[src/rtl/decoder_3to8_seq.sv]
// decoder_3to8_seq
//   Sequenced 3-to-8 one-hot decoder. 3-bit codes arrive over a valid/ready
//   handshake and are queued in a small circular FIFO. Each code is played out
//   as a one-hot byte held for HOLD_CYCLES cycles, then GAP_CYCLES all-zero
//   cycles. Every non-zero output word is a legal input to the 8-to-3 encoder.
//
// Ports
//   clk         rising-edge clock
//   rst         asynchronous, active-high reset
//   in_valid    command present on in_data
//   in_ready    FIFO not full (independent of a same-cycle pop)
//   in_data     3-bit code, bit 0 = LSB
//   out_data    registered one-hot word during DRIVE, 8'h00 otherwise
//   out_valid   high while in DRIVE (out_data non-zero)
//   done        one-cycle pulse on the last GAP cycle of each command
//   busy        FSM not idle or FIFO not empty
//   fifo_count  current FIFO occupancy
//
// state    | meaning
// ---------+------------------------------------------------------------
// ST_IDLE  | output zero, waiting for a queued code
// ST_DRIVE | one-hot word held on out_data, hold timer counting down
// ST_GAP   | output zero, gap timer counting down; done on last cycle

module decoder_3to8_seq #(
    parameter int HOLD_CYCLES = 4,
    parameter int GAP_CYCLES  = 1,
    parameter int FIFO_DEPTH  = 4
) (
    input  logic                               clk,
    input  logic                               rst,
    input  logic                               in_valid,
    output logic                               in_ready,
    input  logic [2:0]                         in_data,
    output logic [7:0]                         out_data,
    output logic                               out_valid,
    output logic                               done,
    output logic                               busy,
    output logic [$clog2(FIFO_DEPTH+1)-1:0]    fifo_count
);

    localparam int PTR_W = $clog2(FIFO_DEPTH);
    localparam int CNT_W = $clog2(FIFO_DEPTH + 1);
    localparam int MAX_C = (HOLD_CYCLES > GAP_CYCLES) ? HOLD_CYCLES : GAP_CYCLES;
    // Timer only has to hold max(HOLD, GAP) - 1.
    localparam int TMR_W = (MAX_C > 1) ? $clog2(MAX_C) : 1;
    localparam logic [TMR_W-1:0] HOLD_LOAD = TMR_W'(HOLD_CYCLES - 1);
    localparam logic [TMR_W-1:0] GAP_LOAD  = TMR_W'(GAP_CYCLES - 1);

    typedef enum logic [1:0] {
        ST_IDLE  = 2'd0,
        ST_DRIVE = 2'd1,
        ST_GAP   = 2'd2
    } state_t;

    state_t             state_q, state_d;
    logic [TMR_W-1:0]   tmr_q, tmr_d;
    logic [7:0]         out_data_q, out_data_d;
    logic [2:0]         mem_q [FIFO_DEPTH];
    logic [2:0]         mem_d [FIFO_DEPTH];
    logic [PTR_W-1:0]   wr_ptr_q, wr_ptr_d;
    logic [PTR_W-1:0]   rd_ptr_q, rd_ptr_d;
    logic [CNT_W-1:0]   count_q, count_d;

    logic               fifo_empty;
    logic               wr_en;
    logic               pop;
    logic [2:0]         head_code;

    assign fifo_empty = (count_q == '0);
    // Full refuses writes even when a pop lands on the same edge.
    assign in_ready   = (count_q != CNT_W'(FIFO_DEPTH));
    assign wr_en      = in_valid && in_ready;
    assign head_code  = mem_q[rd_ptr_q];

    // Sequencer next state
    always_comb begin
        state_d    = state_q;
        tmr_d      = tmr_q;
        out_data_d = out_data_q;
        pop        = 1'b0;
        case (state_q)
            ST_IDLE: begin
                out_data_d = 8'h00;
                if (!fifo_empty) begin
                    pop        = 1'b1;
                    out_data_d = 8'h01 << head_code;
                    tmr_d      = HOLD_LOAD;
                    state_d    = ST_DRIVE;
                end
            end
            ST_DRIVE: begin
                if (tmr_q == '0) begin
                    out_data_d = 8'h00;
                    tmr_d      = GAP_LOAD;
                    state_d    = ST_GAP;
                end else begin
                    tmr_d = tmr_q - TMR_W'(1);
                end
            end
            ST_GAP: begin
                if (tmr_q == '0) begin
                    // Back-to-back: go straight to DRIVE without an IDLE cycle.
                    if (!fifo_empty) begin
                        pop        = 1'b1;
                        out_data_d = 8'h01 << head_code;
                        tmr_d      = HOLD_LOAD;
                        state_d    = ST_DRIVE;
                    end else begin
                        state_d = ST_IDLE;
                    end
                end else begin
                    tmr_d = tmr_q - TMR_W'(1);
                end
            end
            default: begin
                out_data_d = 8'h00;
                state_d    = ST_IDLE;
            end
        endcase
    end

    // FIFO next state; pointers wrap naturally since depth is a power of 2.
    always_comb begin
        mem_d    = mem_q;
        wr_ptr_d = wr_ptr_q;
        rd_ptr_d = rd_ptr_q;
        count_d  = count_q;
        if (wr_en) begin
            mem_d[wr_ptr_q] = in_data;
            wr_ptr_d        = wr_ptr_q + PTR_W'(1);
        end
        if (pop) begin
            rd_ptr_d = rd_ptr_q + PTR_W'(1);
        end
        case ({wr_en, pop})
            2'b10:   count_d = count_q + CNT_W'(1);
            2'b01:   count_d = count_q - CNT_W'(1);
            default: count_d = count_q;
        endcase
    end

    always_ff @(posedge clk or posedge rst) begin
        if (rst) begin
            state_q    <= ST_IDLE;
            tmr_q      <= '0;
            out_data_q <= 8'h00;
            mem_q      <= '{default: '0};
            wr_ptr_q   <= '0;
            rd_ptr_q   <= '0;
            count_q    <= '0;
        end else begin
            state_q    <= state_d;
            tmr_q      <= tmr_d;
            out_data_q <= out_data_d;
            mem_q      <= mem_d;
            wr_ptr_q   <= wr_ptr_d;
            rd_ptr_q   <= rd_ptr_d;
            count_q    <= count_d;
        end
    end

    assign out_data   = out_data_q;
    assign out_valid  = (state_q == ST_DRIVE);
    assign done       = (state_q == ST_GAP) && (tmr_q == '0);
    assign busy       = (state_q != ST_IDLE) || !fifo_empty;
    assign fifo_count = count_q;

endmodule
[config.mk]
export PLATFORM = sky130hd
export DESIGN_NAME = decoder_3to8_seq
export DESIGN_NICKNAME = d
export VERILOG_FILES = /design/src/rtl/decoder_3to8_seq.sv
export SDC_FILE = /design/constraint.sdc
export NUM_CORES = 1
export LEC_CHECK = 0
export CAP_MARGIN = 20
export CORE_MARGIN = 2
export CORE_UTILIZATION = 60
export CTS_BUF_LIST = sky130_fd_sc_hd__clkbuf_4
export DETAILED_ROUTE_END_ITERATION = 8
export DONT_BUFFER_PORTS = 1
export GPL_TIMING_DRIVEN = 0
export PLACE_DENSITY = 0.76
export SYNTH_ARGS = -nofsm -noshare
export SYNTH_HDL_FRONTEND = slang
export SYNTH_SLANG_ARGS = --single-unit
export TNS_END_PERCENT = 20
[constraint.sdc]
create_clock -name clk -period 4.6 [get_ports clk]
set_input_delay 1.15 -clock clk [delete_from_list [all_inputs] [get_ports clk]]
set_output_delay 1.15 -clock clk [all_outputs]
set_load 0.1 [all_outputs]
==> impl_metrics.json, run 1 <==
{
  "timing.final.max_slew_violations": 0,
  "syn_nets": 138,
  "clock_skew_ns": 0.00559,
  "crit_chain": "nor3_2 -> nand2_1",
  "rows": 18,
  "cpLargestDelayFamily": "simple AND/OR/NAND/NOR gates",
  "numCtsBuffers": 5,
  "place_hpwl_um": 2020,
  "crit_type": "reg2out",
  "cts_buffer_depth": 2,
  "ys_seq_area_share_pct": 49.2,
  "grt_max_degree": 17,
  "clkSinkCount": 31,
  "synth_most_common_cell": "dfrtp_1",
  "via_per_inst": 6.04,
  "setup_viol_count_final": 0,
  "final_layout_size_suffix_gt1_share_pct": 26.9,
  "place.gp.congestion": 0.718,
  "htree_num_levels": 2,
  "synth_cells": 122,
  "ant_nets": 0,
  "top_usage_layer": "met2",
  "rsz0062_at_grt": "no",
  "cts-root-buf": "clkbuf_4",
  "io_pins": 21,
  "reg2reg_from": "fifo_count[2]$_DFFE_PP0P_",
  "postLayoutCoreUtil_pct": 71.2,
  "use_met3_pct": 9.37,
  "grt_overflow": 0,
  "yosys_warnings": 0,
  "critPathMaxFanout": 6,
  "vias": 991,
  "port_buffers": 0,
  "finalNetCount": 150,
  "synth_flop_cell": "dfrtp_1",
  "period_share_pct": 78.6,
  "arrival_ns": 2.47,
  "synth_seq_cells": 31,
  "grt_pass1_wl_um": 4600,
  "cpMaxStageDelayCell": "dfrtp_1",
  "routed_wirelength_um": 2670,
  "grt.total_usage_pct": 19.7,
  "die_h_um": 55.3,
  "syn_area_per_cell_sq_um": 12.9,
  "cts_resized": 0,
  "cts_tree": "yes",
  "yosys.area.top_type": "dfrtp_1",
  "fmax_ghz": 0.277,
  "antenna_found_initial": 0,
  "synth_common_cells": "31 x dfrtp_1, 12 x inv_1, 12 x mux2_2, 9 x ha_1",
  "fin_crit_ns": 3.62,
  "cts_hold_buf": 0,
  "clkLatencyLatePin_ns": 0.33,
  "worst_pin_slew_ns": 1.12,
  "grt.met2_usage_pct": 30.1,
  "finalSetupTns_ns": 0,
  "grt_pass1_vias": 1009,
  "cts.clk_slew.worst_paths_ns": 0.09,
  "diodes": 0,
  "initial_core_util_pct": 63.6,
  "min_path_type": "reg2reg",
  "syn_to_final_growth_pct": 11.8,
  "async_reset_ff_share_pct": 100,
  "dieWidth_um": 55.3,
  "worstHoldStart": "mem_q[6]$_DFFE_PP0P_",
  "slowest_delay_ns": 0.79,
  "drtIter0Drc": 22,
  "die_area_sq_mm": 0.00305,
  "yosysTopAreaCellShare_pct": 49.2,
  "dr.pass1.iters": 4,
  "relSlewSlack_pct": 25.0,
  "core_area_sq_mm": 0.00248,
  "synth.distinct_cells": 38,
  "status": "complete, no violations",
  "start_kind": "flop",
  "route.detailed.drc": 0,
  "nFillCells": 182,
  "hold_violations": 0,
  "crit_path_start": "fifo_count[0]$_DFFE_PP0P_",
  "wl_per_cell_um": 16.3,
  "post_cts_buffers": 0,
  "crit_buf_inv": 0,
  "maxCapViolations": 0,
  "gr-usage-met1_pct": 23.6,
  "end_kind": "primary output",
  "crit_required_ns": 3.45,
  "synth_edf_count": 0,
  "yosys-top-cells-area": "dfrtp_1 49%, mux2_2 8.6%, ha_1 7.1%",
  "synth_area_sq_mm": 0.00158
}
-- metrics by stage --
step / setup slack (ns) / hold slack, ns / cell area (sq um) / instances
finish: 0.984 / 0.513 / 1760 / 164
global route: 0.911 / 0.535 / 1760 / 164
CTS: 0.974 / 0.514 / 1760 / 164
detailed placement: 1.37 / 0.493 / 1720 / 157
global placement: 0.840 / 0.479 / 1620 / 152
floorplan: 1.11 / 0.459 / 1580 / 122
-- flip-flops by register name (all words and copies together), names as in the netlist --
name and flops:
wr_ptr_q 2, out_data 8, rd_ptr_q 2, tmr_q 2, mem_q 12, state_q 2, fifo_count 3
-- worst register-to-register path: stages, from the launching register on --
cell	delay, ns
dfrtp_1	1.01
or3b_1	0.42
clkbuf_1	0.21
buf_1	0.14
nand2_1	0.13
ha_1	0.20
inv_1	0.06
fa_1	0.38
xor2_1	0.15
nor2_1	0.12
xor2_1	0.15
-- path summary, 6_finish.rpt --
| path | to | slack (ns) | depth (start not counted) |
|---|---|---|---|
| max | busy | 0.98 | 2 |
| min reg2reg | mem_q[6]$_DFFE_PP0P_ | 0.51 | 1 |
| max reg2reg | fifo_count[2]$_DFFE_PP0P_ | 1.55 | 10 |
| min in group asynchronous | mem_q[8]$_DFFE_PP0P_ | 0.81 | 1 |
| min | mem_q[6]$_DFFE_PP0P_ | 0.51 | 1 |
| max in group asynchronous | tmr_q[1]$_DFFE_PP0P_ | 3.28 | 2 |
-- layout make-up --
type,count,area [sq um],area share [%]
clock inverters,2,8.76,0.497
plain buffers,2,15.0,0.852
inverters,12,45.0,2.56
well taps,30,37.5,2.13
repair buffers,5,91.3,5.18
flip-flops and latches,31,776,44.0
clock buffers,5,37.5,2.13
multi-input cells,77,752,42.7
-- layout by cell type (no fill, tap or decap), types with 2 or more instances in the layout --
cell type and instances:
a32o_2 4, buf_16 3, clkbuf_4 5, dfrtp_1 31, ha_1 9, inv_1 12
mux2_1 2, mux2_2 12, mux4_2 3, nand2_1 4, nand2b_1 3, nand3_1 4
nor2_1 2, o21ai_0 3, o2bb2ai_1 4, xnor2_1 4, xor2_1 2
-- cells by family after synthesis --
group	after synthesis	share of synthesized area, %
AOI/OAI and AO/OA	21	11.2
xor gates and xnor gates	6	3.33
adders and majority gates	10	8.41
buffers and inverters	14	3.81
DFF	31	49.2
muxes	18	14.9
and+or+nand+nor	22	9.13
-- metal layers --
layer  wire length (um)  up-vias  share of wire, %
met1               1170      491                44
met5                  0        -                 0
li1                   -      465                 -
met2               1260       25                47
met4                 69        0               2.6
met3                163       10               6.1
Power of run 1 is not shown: default switching activity piles up to over one toggle a cycle in this logic, so the estimate is an artifact.
==> inputs of run 2 (changes only) <==
==> constraint.sdc (replaced) <==
create_clock -name clk -period 3.35 [get_ports clk]
set_input_delay 0.8375 -clock clk [delete_from_list [all_inputs] [get_ports clk]]
set_output_delay 0.8375 -clock clk [all_outputs]
set_load 0.1 [all_outputs]
==> impl_metrics.json, run 2 (same netlist as run 1, synthesis figures left out) <==
{
  "status": "complete, no violations",
  "grt_max_degree": 18,
  "dr.pass1.iters": 4,
  "grt.total_usage_pct": 20.8,
  "final_layout_size_suffix_gt1_share_pct": 28.2,
  "layout_commonest_cell": "dfrtp_1",
  "die_h_um": 55.3,
  "start_kind": "flop",
  "met2_length_um": 1400,
  "numCtsBuffers": 5,
  "ant_nets": 0,
  "relSlewSlack_pct": 19.6,
  "period_share_pct": 98.0,
  "worst_pin_slew_ns": 1.20,
  "grt_pass1_vias": 1038,
  "met1Wirelength_um": 1240,
  "largest_reg_flops": 12,
  "routed_wirelength_um": 2840,
  "vias": 975,
  "cts.clk_slew.worst_paths_ns": 0.11,
  "grt_pass1_wl_um": 4910,
  "largest-register": "mem_q",
  "diodes": 0,
  "route.detailed.drc": 0,
  "dieWidth_um": 55.3,
  "wl_per_cell_um": 17.6,
  "initial_core_util_pct": 63.6,
  "end_kind": "primary output",
  "finalNetCount": 146,
  "place_hpwl_um": 2100,
  "min_path_type": "in2async",
  "arrival_ns": 2.45,
  "crit_required_ns": 2.51,
  "via_per_inst": 6.06,
  "htree_num_levels": 2,
  "setup_viol_count_final": 0,
  "dr.max_layer_used": "met4",
  "critPathMaxFanout": 6,
  "wl_met3_um": 143,
  "io_pins": 21,
  "die_area_sq_mm": 0.00305,
  "cts_hold_buf": 0,
  "maxCapViolations": 0,
  "syn_to_final_growth_pct": 10.1,
  "clock_skew_ns": 0.0133,
  "core_area_sq_mm": 0.00248,
  "rsz0062_at_grt": "no",
  "rows": 18,
  "postLayoutCoreUtil_pct": 70.1,
  "clkLatencyLatePin_ns": 0.34,
  "cts_buffer_depth": 2,
  "post_cts_buffers": 0,
  "grt_overflow": 0,
  "drtIter0Drc": 18,
  "fmax_ghz": 0.305,
  "antenna_found_initial": 0,
  "timing.final.max_slew_violations": 0,
  "place.gp.congestion": 0.756,
  "port_buffers": 0,
  "fin_crit_ns": 3.28,
  "r2r_setup_slack_ns": 0.16,
  "clkSinkCount": 31,
  "nFillCells": 181,
  "crit_type": "reg2out",
  "cts_tree": "yes",
  "layout_common_cells": "30 x dfrtp_1, 12 x mux2_2, 12 x inv_1, 9 x ha_1, 5 x clkbuf_4",
  "hold_violations": 0,
  "cts-root-buf": "clkbuf_4"
}
==> run 2: final timing paths <==
path	start	end	depth (start not counted)
worst max-delay path	fifo_count[0]$_DFFE_PP0P_	busy	2
worst min-delay path	rst	mem_q[7]$_DFFE_PP0P_	1
worst max register to register	fifo_count[0]$_DFFE_PP0P_	fifo_count[2]$_DFFE_PP0P_	9
worst min register to register	mem_q[2]$_DFFE_PP0P_	mem_q[2]$_DFFE_PP0P_	1
max in group asynchronous	rst	fifo_count[2]$_DFFE_PP0P_	2
min in group clk	mem_q[2]$_DFFE_PP0P_	mem_q[2]$_DFFE_PP0P_	1
==> run 2: critical path: stages, from the launching register on <==
cell and delay [ns]:
dfrtp_1 0.80, nor3_2 0.61, nand2_1 0.69
==> run 2: repair_timing <==
action | in CTS | in global routing
endpoints found under the hold margin | 0 | 0
resized for setup | 1 | 2
setup endpoints to repair | 1 | 1
==> run 2: through the flow <==
step           instance area [sq um]  hold slack, ns  TNS, ns  setup WS, ns  cells
5_1_grt                         1740           0.493        0        0.0132    161
4_1_cts                         1730           0.471        0        0.0422    161
6_report                        1740           0.457        0        0.0668    161
3_3_place_gp                    1630           0.479        0        0.0897    152
3_5_place_dp                    1650           0.488  -0.0147       -0.0147    153
2_1_floorplan                   1590           0.459        0         0.226    122
==> run 2: layout make-up <==
type | count | area [sq um] | area share, %
well taps | 30 | 37.5 | 2.16
inverters | 12 | 45.0 | 2.60
flip-flops and latches | 31 | 777 | 44.8
repair buffers | 1 | 27.5 | 1.59
clock buffers | 5 | 37.5 | 2.16
plain buffers | 2 | 16.3 | 0.937
multi-input cells | 77 | 756 | 43.5
clock inverters | 3 | 38.8 | 2.24
==> run 2: metal layers <==
| metal | vias to the layer above | GRT usage (%) |
|---|---|---|
| li1 | 459 | - |
| met1 | 486 | 25.6 |
| met2 | 22 | 33.0 |
| met3 | 8 | 6.56 |
| met4 | 0 | 10.5 |
| met5 | - | 0 |
Power of run 2 is left out for the same reason.
